`src/rtl/memory_seq_pkg.sv`:
```
// rtl/memory_seq_pkg.sv - shared state, record types and width helper for the memory request sequencer
package memory_seq_pkg;

  localparam int DEF_DATA_WIDTH = 16;
  localparam int DEF_ADDR_WIDTH = 6;

  typedef enum logic [1:0] {
    IDLE  = 2'd0,
    ISSUE = 2'd1,
    WAIT  = 2'd2,
    RESP  = 2'd3
  } seq_state_t;

  typedef struct packed {
    logic                      write;
    logic [DEF_ADDR_WIDTH-1:0] addr;
    logic [DEF_DATA_WIDTH-1:0] wdata;
  } cmd_t;

  typedef struct packed {
    logic                      write;
    logic [DEF_DATA_WIDTH-1:0] rdata;
    logic                      error;
  } rsp_t;

  // Bits needed to hold values 0..n inclusive.
  function automatic int count_width(input int n);
    return $clog2(n) + 1;
  endfunction

endpackage

```
`src/rtl/memory_req_fifo.sv`:
```
// rtl/memory_req_fifo.sv - synchronous command FIFO with occupancy count
module memory_req_fifo
  import memory_seq_pkg::*;
#(
  parameter int WIDTH = 8,
  parameter int DEPTH = 4,
  localparam int CNT_W = count_width(DEPTH)
) (
  input  logic             clk,
  input  logic             rst_n,
  input  logic             push,
  input  logic [WIDTH-1:0] push_data,
  input  logic             pop,
  output logic [WIDTH-1:0] head,
  output logic             full,
  output logic             empty,
  output logic [CNT_W-1:0] count
);

  localparam int PTR_W = $clog2(DEPTH);

  logic [WIDTH-1:0] mem [DEPTH];
  logic [PTR_W-1:0] wr_ptr;
  logic [PTR_W-1:0] rd_ptr;
  logic             do_push;
  logic             do_pop;

  assign full    = (count == CNT_W'(DEPTH));
  assign empty   = (count == '0);
  assign do_push = push & ~full;
  assign do_pop  = pop & ~empty;
  assign head    = mem[rd_ptr];

  // Storage needs no reset; only pointers and count define validity.
  always_ff @(posedge clk) begin
    if (do_push) mem[wr_ptr] <= push_data;
  end

  always_ff @(posedge clk or negedge rst_n) begin
    if (!rst_n) begin
      wr_ptr <= '0;
      rd_ptr <= '0;
      count  <= '0;
    end else begin
      if (do_push) wr_ptr <= wr_ptr + PTR_W'(1);
      if (do_pop)  rd_ptr <= rd_ptr + PTR_W'(1);
      case ({do_push, do_pop})
        2'b10:   count <= count + CNT_W'(1);
        2'b01:   count <= count - CNT_W'(1);
        default: count <= count;
      endcase
    end
  end

endmodule

```
`src/rtl/memory_req_sequencer.sv`:
```
// rtl/memory_req_sequencer.sv - queues read/write commands and issues them one at a time to the memory host
module memory_req_sequencer
  import memory_seq_pkg::*;
#(
  parameter int DATA_WIDTH     = 16,
  parameter int ADDR_WIDTH     = 6,
  parameter int FIFO_DEPTH     = 4,
  parameter int TIMEOUT_CYCLES = 15
) (
  input  logic                  clk,
  input  logic                  rst_n,
  input  logic                  cmd_valid,
  output logic                  cmd_ready,
  input  logic                  cmd_write,
  input  logic [ADDR_WIDTH-1:0] cmd_addr,
  input  logic [DATA_WIDTH-1:0] cmd_wdata,
  output logic [ADDR_WIDTH-1:0] mem_address,
  output logic [DATA_WIDTH-1:0] mem_write_data,
  output logic                  mem_write_enable,
  output logic                  mem_read_enable,
  input  logic [DATA_WIDTH-1:0] mem_read_data,
  input  logic                  mem_read_valid,
  input  logic                  mem_write_ack,
  output logic                  rsp_valid,
  input  logic                  rsp_ready,
  output logic                  rsp_write,
  output logic [DATA_WIDTH-1:0] rsp_rdata,
  output logic                  rsp_error,
  output logic                  busy,
  output logic [7:0]            err_count
);

  localparam int CMD_W = 1 + ADDR_WIDTH + DATA_WIDTH;
  localparam int CNT_W = count_width(FIFO_DEPTH);
  localparam int TMR_W = count_width(TIMEOUT_CYCLES);
  localparam logic [TMR_W-1:0] TMR_LAST = TMR_W'(TIMEOUT_CYCLES - 1);

  seq_state_t            state, state_n;
  logic [CMD_W-1:0]      head;
  logic                  fifo_full;
  logic                  fifo_empty;
  logic [CNT_W-1:0]      fifo_count;
  logic                  push;
  logic                  pop;
  logic                  done;
  logic                  cur_write, cur_write_n;
  logic [TMR_W-1:0]      timer, timer_n;
  logic [ADDR_WIDTH-1:0] address_n;
  logic [DATA_WIDTH-1:0] write_data_n;
  logic                  write_enable_n;
  logic                  read_enable_n;
  logic                  rsp_valid_n;
  logic                  rsp_write_n;
  logic [DATA_WIDTH-1:0] rsp_rdata_n;
  logic                  rsp_error_n;
  logic [7:0]            err_count_n;

  assign cmd_ready = rst_n & ~fifo_full;
  assign push      = cmd_valid & cmd_ready;
  assign busy      = (state != IDLE) | (fifo_count != '0);
  assign done      = cur_write ? mem_write_ack : mem_read_valid;

  memory_req_fifo #(
    .WIDTH (CMD_W),
    .DEPTH (FIFO_DEPTH)
  ) u_cmd_fifo (
    .clk       (clk),
    .rst_n     (rst_n),
    .push      (push),
    .push_data ({cmd_write, cmd_addr, cmd_wdata}),
    .pop       (pop),
    .head      (head),
    .full      (fifo_full),
    .empty     (fifo_empty),
    .count     (fifo_count)
  );

  always_comb begin
    state_n        = state;
    pop            = 1'b0;
    cur_write_n    = cur_write;
    timer_n        = timer;
    address_n      = mem_address;
    write_data_n   = mem_write_data;
    write_enable_n = mem_write_enable;
    read_enable_n  = mem_read_enable;
    rsp_valid_n    = rsp_valid;
    rsp_write_n    = rsp_write;
    rsp_rdata_n    = rsp_rdata;
    rsp_error_n    = rsp_error;
    err_count_n    = err_count;
    case (state)
      IDLE: begin
        if (!fifo_empty) begin
          pop            = 1'b1;
          cur_write_n    = head[CMD_W-1];
          address_n      = head[DATA_WIDTH +: ADDR_WIDTH];
          write_data_n   = head[DATA_WIDTH-1:0];
          write_enable_n = head[CMD_W-1];
          read_enable_n  = ~head[CMD_W-1];
          state_n        = ISSUE;
        end
      end
      ISSUE: begin
        write_enable_n = 1'b0;
        read_enable_n  = 1'b0;
        timer_n        = '0;
        state_n        = WAIT;
      end
      WAIT: begin
        if (done) begin
          rsp_valid_n = 1'b1;
          rsp_write_n = cur_write;
          rsp_rdata_n = cur_write ? '0 : mem_read_data;
          rsp_error_n = 1'b0;
          state_n     = RESP;
        end else if (timer == TMR_LAST) begin
          rsp_valid_n = 1'b1;
          rsp_write_n = cur_write;
          rsp_rdata_n = '0;
          rsp_error_n = 1'b1;
          if (err_count != 8'hFF) err_count_n = err_count + 8'd1;
          state_n     = RESP;
        end else begin
          timer_n = timer + TMR_W'(1);
        end
      end
      RESP: begin
        // Returning to IDLE here means the next pop is at least one cycle later.
        if (rsp_ready) begin
          rsp_valid_n = 1'b0;
          state_n     = IDLE;
        end
      end
      default: state_n = IDLE;
    endcase
  end

  always_ff @(posedge clk or negedge rst_n) begin
    if (!rst_n) begin
      state            <= IDLE;
      cur_write        <= 1'b0;
      timer            <= '0;
      mem_address      <= '0;
      mem_write_data   <= '0;
      mem_write_enable <= 1'b0;
      mem_read_enable  <= 1'b0;
      rsp_valid        <= 1'b0;
      rsp_write        <= 1'b0;
      rsp_rdata        <= '0;
      rsp_error        <= 1'b0;
      err_count        <= '0;
    end else begin
      state            <= state_n;
      cur_write        <= cur_write_n;
      timer            <= timer_n;
      mem_address      <= address_n;
      mem_write_data   <= write_data_n;
      mem_write_enable <= write_enable_n;
      mem_read_enable  <= read_enable_n;
      rsp_valid        <= rsp_valid_n;
      rsp_write        <= rsp_write_n;
      rsp_rdata        <= rsp_rdata_n;
      rsp_error        <= rsp_error_n;
      err_count        <= err_count_n;
    end
  end

endmodule

```
`config.mk`:
```
export PLATFORM = sky130hd
export DESIGN_NAME = memory_req_sequencer
export DESIGN_NICKNAME = d
export VERILOG_FILES = /design/src/rtl/memory_seq_pkg.sv /design/src/rtl/memory_req_fifo.sv /design/src/rtl/memory_req_sequencer.sv
export SDC_FILE = /design/constraint.sdc
export NUM_CORES = 1
export LEC_CHECK = 0
export ABC_AREA = 0
export CAP_MARGIN = 15
export CORE_MARGIN = 3
export CORE_UTILIZATION = 54
export DETAILED_ROUTE_END_ITERATION = 10
export MAX_ROUTING_LAYER = met4
export PLACE_DENSITY = 0.88
export SLEW_MARGIN = 40
export SYNTH_ARGS = -nofsm -noshare
export SYNTH_HDL_FRONTEND = slang
export SYNTH_HIERARCHICAL = 1
export SYNTH_SLANG_ARGS = --single-unit
```
`constraint.sdc`:
```
create_clock -name clk -period 2.8 [get_ports clk]
set_clock_uncertainty 0.05 [all_clocks]
set_input_delay 0.28 -clock clk [delete_from_list [all_inputs] [get_ports clk]]
set_output_delay 0.28 -clock clk [all_outputs]
set_load 0.03 [all_outputs]
```
==> results of run 1 <==
[sequential cells by signal, indices dropped and copies added (netlist names), 2 cells and up]
signal	cells
state	2
rsp_rdata	16
u_cmd_fifo/mem	92
u_cmd_fifo/rd_ptr	2
mem_address	6
timer	5
err_count	8
mem_write_data	16
u_cmd_fifo/wr_ptr	2
u_cmd_fifo/count	3
[worst reg2reg max path, cell delays in order (launching register included)]
cell and delay (ns):
dfrtp_1 0.40, inv_1 0.13, ha_1 0.25, inv_1 0.11
nor2_2 0.11, o31a_1 0.22, ha_1 0.22, inv_1 0.06
fa_1 0.38, xor2_1 0.16, nor2_1 0.14, xor2_1 0.20
[area by class of cell]
cell class	count	area, µm²
clock buffer	23	478
fill	725	3350
timing repair buffer	115	1110
multi-input combinational	195	1830
inverter	13	48.8
clock inverter	9	109
tap	143	179
sequential	158	4420
[routing by layer]
metal  vias up  global-route usage
li1       1660                   -
met1      1869               0.251
met2       112               0.323
met3        18              0.0726
met4         0              0.0814
met5         -                   -
[logic make-up after synthesis]
family / Yosys count / share of synthesized area
AND/OR/NAND/NOR: 97 / 0.0822
buffers and inverters: 29 / 0.0252
flip-flops: 158 / 0.689
multiplexers: 54 / 0.138
adder cells (fa/ha/maj): 14 / 0.0285
AO/OA/AOI/OAI: 16 / 0.0178
XOR/XNOR: 14 / 0.0191
[placed cells by master (no fill, tap or decap), drive strengths merged, types with 14 or more instances in the layout]
master         instances
clkdlybuf4s50         95
nand3                 24
inv                   14
dfrtp                 66
clkbuf                23
mux2                  28
edfxtp                92
buf                   18
nand2                 41
mux4                  23
[metrics by stage]
step / std cells / hold WS [ns]
6_report: 656 / 0.358
5_1_grt: 656 / 0.347
4_1_cts: 656 / 0.339
3_5_place_dp: 623 / 0.400
3_3_place_gp: 623 / 0.399
2_1_floorplan: 382 / -0.0656
[worst paths after layout]
| path | from | endpoint | cells past startpoint |
|---|---|---|---|
| worst max-delay path | state[0] | busy | 5 |
| worst min-delay path | mem_read_data[13] | rsp_rdata[13] | 3 |
| worst max register to register | state[0] | u_cmd_fifo/count[2] | 11 |
| worst min register to register | rsp_rdata[2] | rsp_rdata[2] | 2 |
| max in group asynchronous | rst_n | u_cmd_fifo/rd_ptr[0] | 3 |
| min in group asynchronous | rst_n | u_cmd_fifo/count[1] | 3 |
[power by group through the flow]
stage	Combinational (µW)	Clock, µW	Sequential, µW
after floorplan	1600	0	3810
after global placement	2990	0	3370
after detailed placement	3090	0	3410
after CTS	3110	2290	3370
after global routing	3300	2400	3430
final	3060	2240	3360
[repair_timing]
action | 4_1_cts | 5_1_grt
resized for setup | 1 | 0
endpoints found under the hold margin | 66 | 0
hold buffers | 1 | 0
endpoints found under the setup margin | 1 | 0
==> impl_metrics.yaml, run 1 <==
route:
  highest_layer: "met4"
  met3_length_um: 695
  vias_per_cell: 5.58
  avgRoutedWirePerCell_um: 18.6
  via_count: 3659
  wl_met1_um: 5180
  drt_iter0_markers: 228
  postRouteAntennaNets: 0
  drt_pass1_iterations: 5
  wl_um: 12200
  wl_met2_um: 6100
  drcViolationCount: 0
place:
  place.gp.congestion: 0.775
  place_ws_ns: 0.331
  placed_cell_area_um2: 7570
  numPortBuffers: 97
  dp_hpwl_um: 8190
synthesis:
  synth_area_leaders: "edfxtp_1 43%, dfrtp_1 26%, mux4_2 6.3%"
  synth_common_cells: "92 x edfxtp_1, 66 x dfrtp_1, 41 x nand2_1"
  yosys_warnings: 6
  seq_area_frac_synth: 0.689
  synth_nets: 441
  ys.flop_type: "edfxtp_1"
  ys_ff_latch: 158
  synth.most_common_cell: "edfxtp_1"
  synth_top_cell_area_share: 0.431
  synth.largest_area_cell: "edfxtp_1"
  synthArstFlopShare: 0.418
  synth_cells: 382
  synth_cell_types: 45
  netlist_area_um2: 6410
  synth.avg_cell_area_um2: 16.8
  synth-edff-count: 92
finish:
  fin_nets: 559
  num_antenna_cells: 0
  drive_gt1_frac: 0.205
  area.growth.synth_to_final_pct: 27.5
  fin_util: 0.709
  stdcell_area_um2: 8170
clock_tree:
  cts-buffers-inserted: 17
  cts_tree: "yes"
  clockRootBuffer: "clkbuf_16"
  cts.sinks: 158
  cts_max_level: 4
  postCtsSetupBuffers: 0
  clock_latency_ns: 0.42
  path_clk_slew_ns: 0.06
  clockBufferDepth: 2
pwr:
  p_total_uw: 8670
  leakagePower_uw: 0.00326
  intPower_uw: 5850
  irDropWorstVdd_uv: 600
  cellPowerDensity_nw_per_um2: 1060
  pwr-share-seq: 0.388
  p_sw_frac: 0.326
  netSwitchingPower_uw: 2820
  combPwrFrac: 0.354
  p_clk_frac: 0.259
setup_path:
  path_class: "flop to output port"
  crit_slowest_cell: "or4_1"
  crit_required_ns: 2.47
  cp_top_family: "buffers and inverters"
  cp_common_cell: "inv_1"
  worstPathCellList: "inv_1 -> ha_1 -> inv_1 -> or4_1 -> dlygate4sd2_1"
  cp-end-kind: "output port"
  r2r_setup_slack_ns: 0.27
  start_kind: "flop"
  critPathArrivalTime_ns: 2.22
  max_stage_delay_ns: 0.53
  crit_fanout: 4
  path_buf_inv: 3
sta:
  setup_viol: 0
  rsz0062_at_grt: "false"
  setup_tns_ns: 0
  fin_crit_sh: 0.911
  slew_violations: 0
  hold_violations: 0
  fin_crit_ns: 2.55
  tightest_slew_ns: 0.635
  worst_slack_ns: 0.249
  timing.fmax_ghz: 0.392
  relSlewSlack: 0.577
floorplan:
  floorplan.initialDensity: 0.556
  core.rowCount: 39
  dieHeight_um: 115
  die-area_um2: 13200
  core_um2: 11500
  dieWidth_um: 115
  ios: 98
job:
  maxCapViolCount: 0
global_routing:
  overflow: 0
  grt_pass1_vias: 3832
  antenna_found_initial: 0
  grt_usage: 0.208
  grt_max_degree: 67
  grt_pass1_wl_um: 19700
min_path:
  hp-class: "primary input to flop"
status:
  status: "complete, no violations"
Note: power is estimated with default switching activity, not from simulation.
==> run 2: changes to the inputs <==
Settings changed: GPL_ROUTABILITY_DRIVEN set to 0.
==> results of run 2 <==
Final layout, timing and power as in run 1 (identical DEF).
==> run 3: changes to the inputs <==
Settings changed: SLEW_MARGIN 40 to not set.
==> run 3 against run 2 <==
  * Sequential power about the same
  * Critical endpoint unchanged
  * Critical path depth unchanged
  * Via count down 0.52%
  * Wire length down 0.35%
  * Non-clock buffer count down 1
  * Worst setup slack better by 0.0079 ns
  * Final cell count down 0.15%
  * Hold slack worse by 0.34 ns
==> impl_metrics.yaml, run 3 (synthesized netlist as in run 1, its figures left out) <==
sta:
  relSlewSlack: 0.420
  whs_ns: 0.0214
  setup_tns_ns: 0
  slew_violations: 0
  fin_crit_ns: 2.54
  setup_viol: 0
  rsz0062_at_grt: "false"
  fin_crit_sh: 0.908
  timing.fmax_ghz: 0.393
  tightest_slew_ns: 0.871
  hold_violations: 0
route:
  postRouteAntennaNets: 0
  vias_per_cell: 5.56
  drt_iter0_markers: 194
  drt_pass1_iterations: 4
  wl_um: 12200
  via_count: 3640
  drcViolationCount: 0
  avgRoutedWirePerCell_um: 18.6
global_routing:
  grt_pass1_vias: 3850
  grt_usage: 0.209
  grt_pass1_wl_um: 19900
  antenna_found_initial: 0
  overflow: 0
  grt_max_degree: 67
finish:
  nFillCells: 714
  layout_commonest_cell: "clkdlybuf4s50_1"
  largest_register: "u_cmd_fifo/mem"
  multi_input_area_um2: 1830
  reg_top3: "u_cmd_fifo/mem (92), mem_write_data (16), rsp_rdata (16)"
  fin_util: 0.708
  regArea_um2: 4420
  area.growth.synth_to_final_pct: 27.3
  num_antenna_cells: 0
  layout_common_cells: "95 x clkdlybuf4s50_1, 92 x edfxtp_1, 65 x dfrtp_1"
  drive_gt1_frac: 0.205
  fin_nets: 558
  fin_cells: 655
  largest_reg_flops: 92
floorplan:
  dieHeight_um: 115
  ios: 98
  core.rowCount: 39
  core_um2: 11500
  floorplan.initialDensity: 0.556
  die-area_um2: 13200
  dieWidth_um: 115
clock_tree:
  cts_tree: "yes"
  clockRootBuffer: "clkbuf_16"
  clock_latency_ns: 0.42
  cts.sinks: 158
  post_cts_resized: 1
  postCtsSetupBuffers: 0
  cts_max_level: 4
  cts_hold_buf: 0
  clockBufferDepth: 2
  cts-buffers-inserted: 17
  path_clk_slew_ns: 0.06
setup_path:
  cp-end-kind: "output port"
  worst_r2r_path_depth: 11
  critPathArrivalTime_ns: 2.21
  crit_required_ns: 2.47
  r2r_setup_slack_ns: 0.31
  cp_common_cell: "inv_1"
  start_kind: "flop"
  max_stage_delay_ns: 0.53
  crit_slowest_cell: "or4_1"
  path_class: "flop to output port"
  crit_fanout: 4
  worstPathCellList: "inv_1 -> ha_1 -> inv_1 -> or4_1 -> dlygate4sd2_1"
pwr:
  cellPowerDensity_nw_per_um2: 1060
  leakagePower_uw: 0.00326
  irDropWorstVdd_uv: 601
job:
  maxCapViolCount: 0
place:
  dp.cells: 623
  dp_hpwl_um: 8180
  numPortBuffers: 97
status:
  status: "complete, no violations"
min_path:
  hp-class: "primary input to asynchronous set/reset pin"
## run 3: cell types whose count changed in the layout (fill, tap and decap cells not counted)
cell / delta
clkinv_4: +2
buf_4: +1
inv_6: -1
buf_6: -1
clkinvlp_4: -1
dlygate4sd3_1: -1
## run 3: final timing paths
check                                 start                    to
max                                state[0]                  busy
min                                   rst_n    mem_write_data[13]
max reg2reg                        state[0]   u_cmd_fifo/count[2]
min reg2reg                    rsp_rdata[2]          rsp_rdata[2]
max in group asynchronous             rst_n  u_cmd_fifo/rd_ptr[0]
min in group clk           mem_read_data[8]          rsp_rdata[8]
## run 3: stage by stage
step	instance area (µm²)	worst slack [ns]	power (µW)
floorplan	6410	0.204	5410
global placement	7570	0.500	6360
detailed placement	7570	0.328	6500
CTS	8160	0.226	8760
global route	8160	0.0918	9130
finish	8160	0.257	8660
## run 3: layer usage
layer  part of all wire  up-vias  GRT usage  wire length, µm
met5                  0        -          -                0
met3              0.060       20     0.0653              726
met1               0.41     1836      0.250             5000
li1                   -     1656          -                -
met4              0.022        0     0.0853              272
met2               0.51      128      0.332             6170
## run 3: area by class of cell
cell class,count,area share
tap,143,0.0219
timing repair buffer,114,0.134
multi-input combinational,195,0.225
clock inverter,9,0.0135
inverter,13,0.00598
clock buffer,23,0.0586
sequential,158,0.541
## run 3: critical path, delay by kind of cell (launching register included)
| family | cells | cell delay [ns] |
|---|---|---|
| fa+ha+maj | 1 | 0.25 |
| flops | 1 | 0.40 |
| simple gates | 1 | 0.53 |
| buf+inv | 3 | 0.61 |
## run 3: power by group
part / leakage, µW / total [µW] / switching, µW / internal [µW]
sequential: 0.00166 / 3360 / 349 / 3010
clock: 0.000279 / 2240 / 858 / 1380
combinational: 0.00132 / 3070 / 1610 / 1450
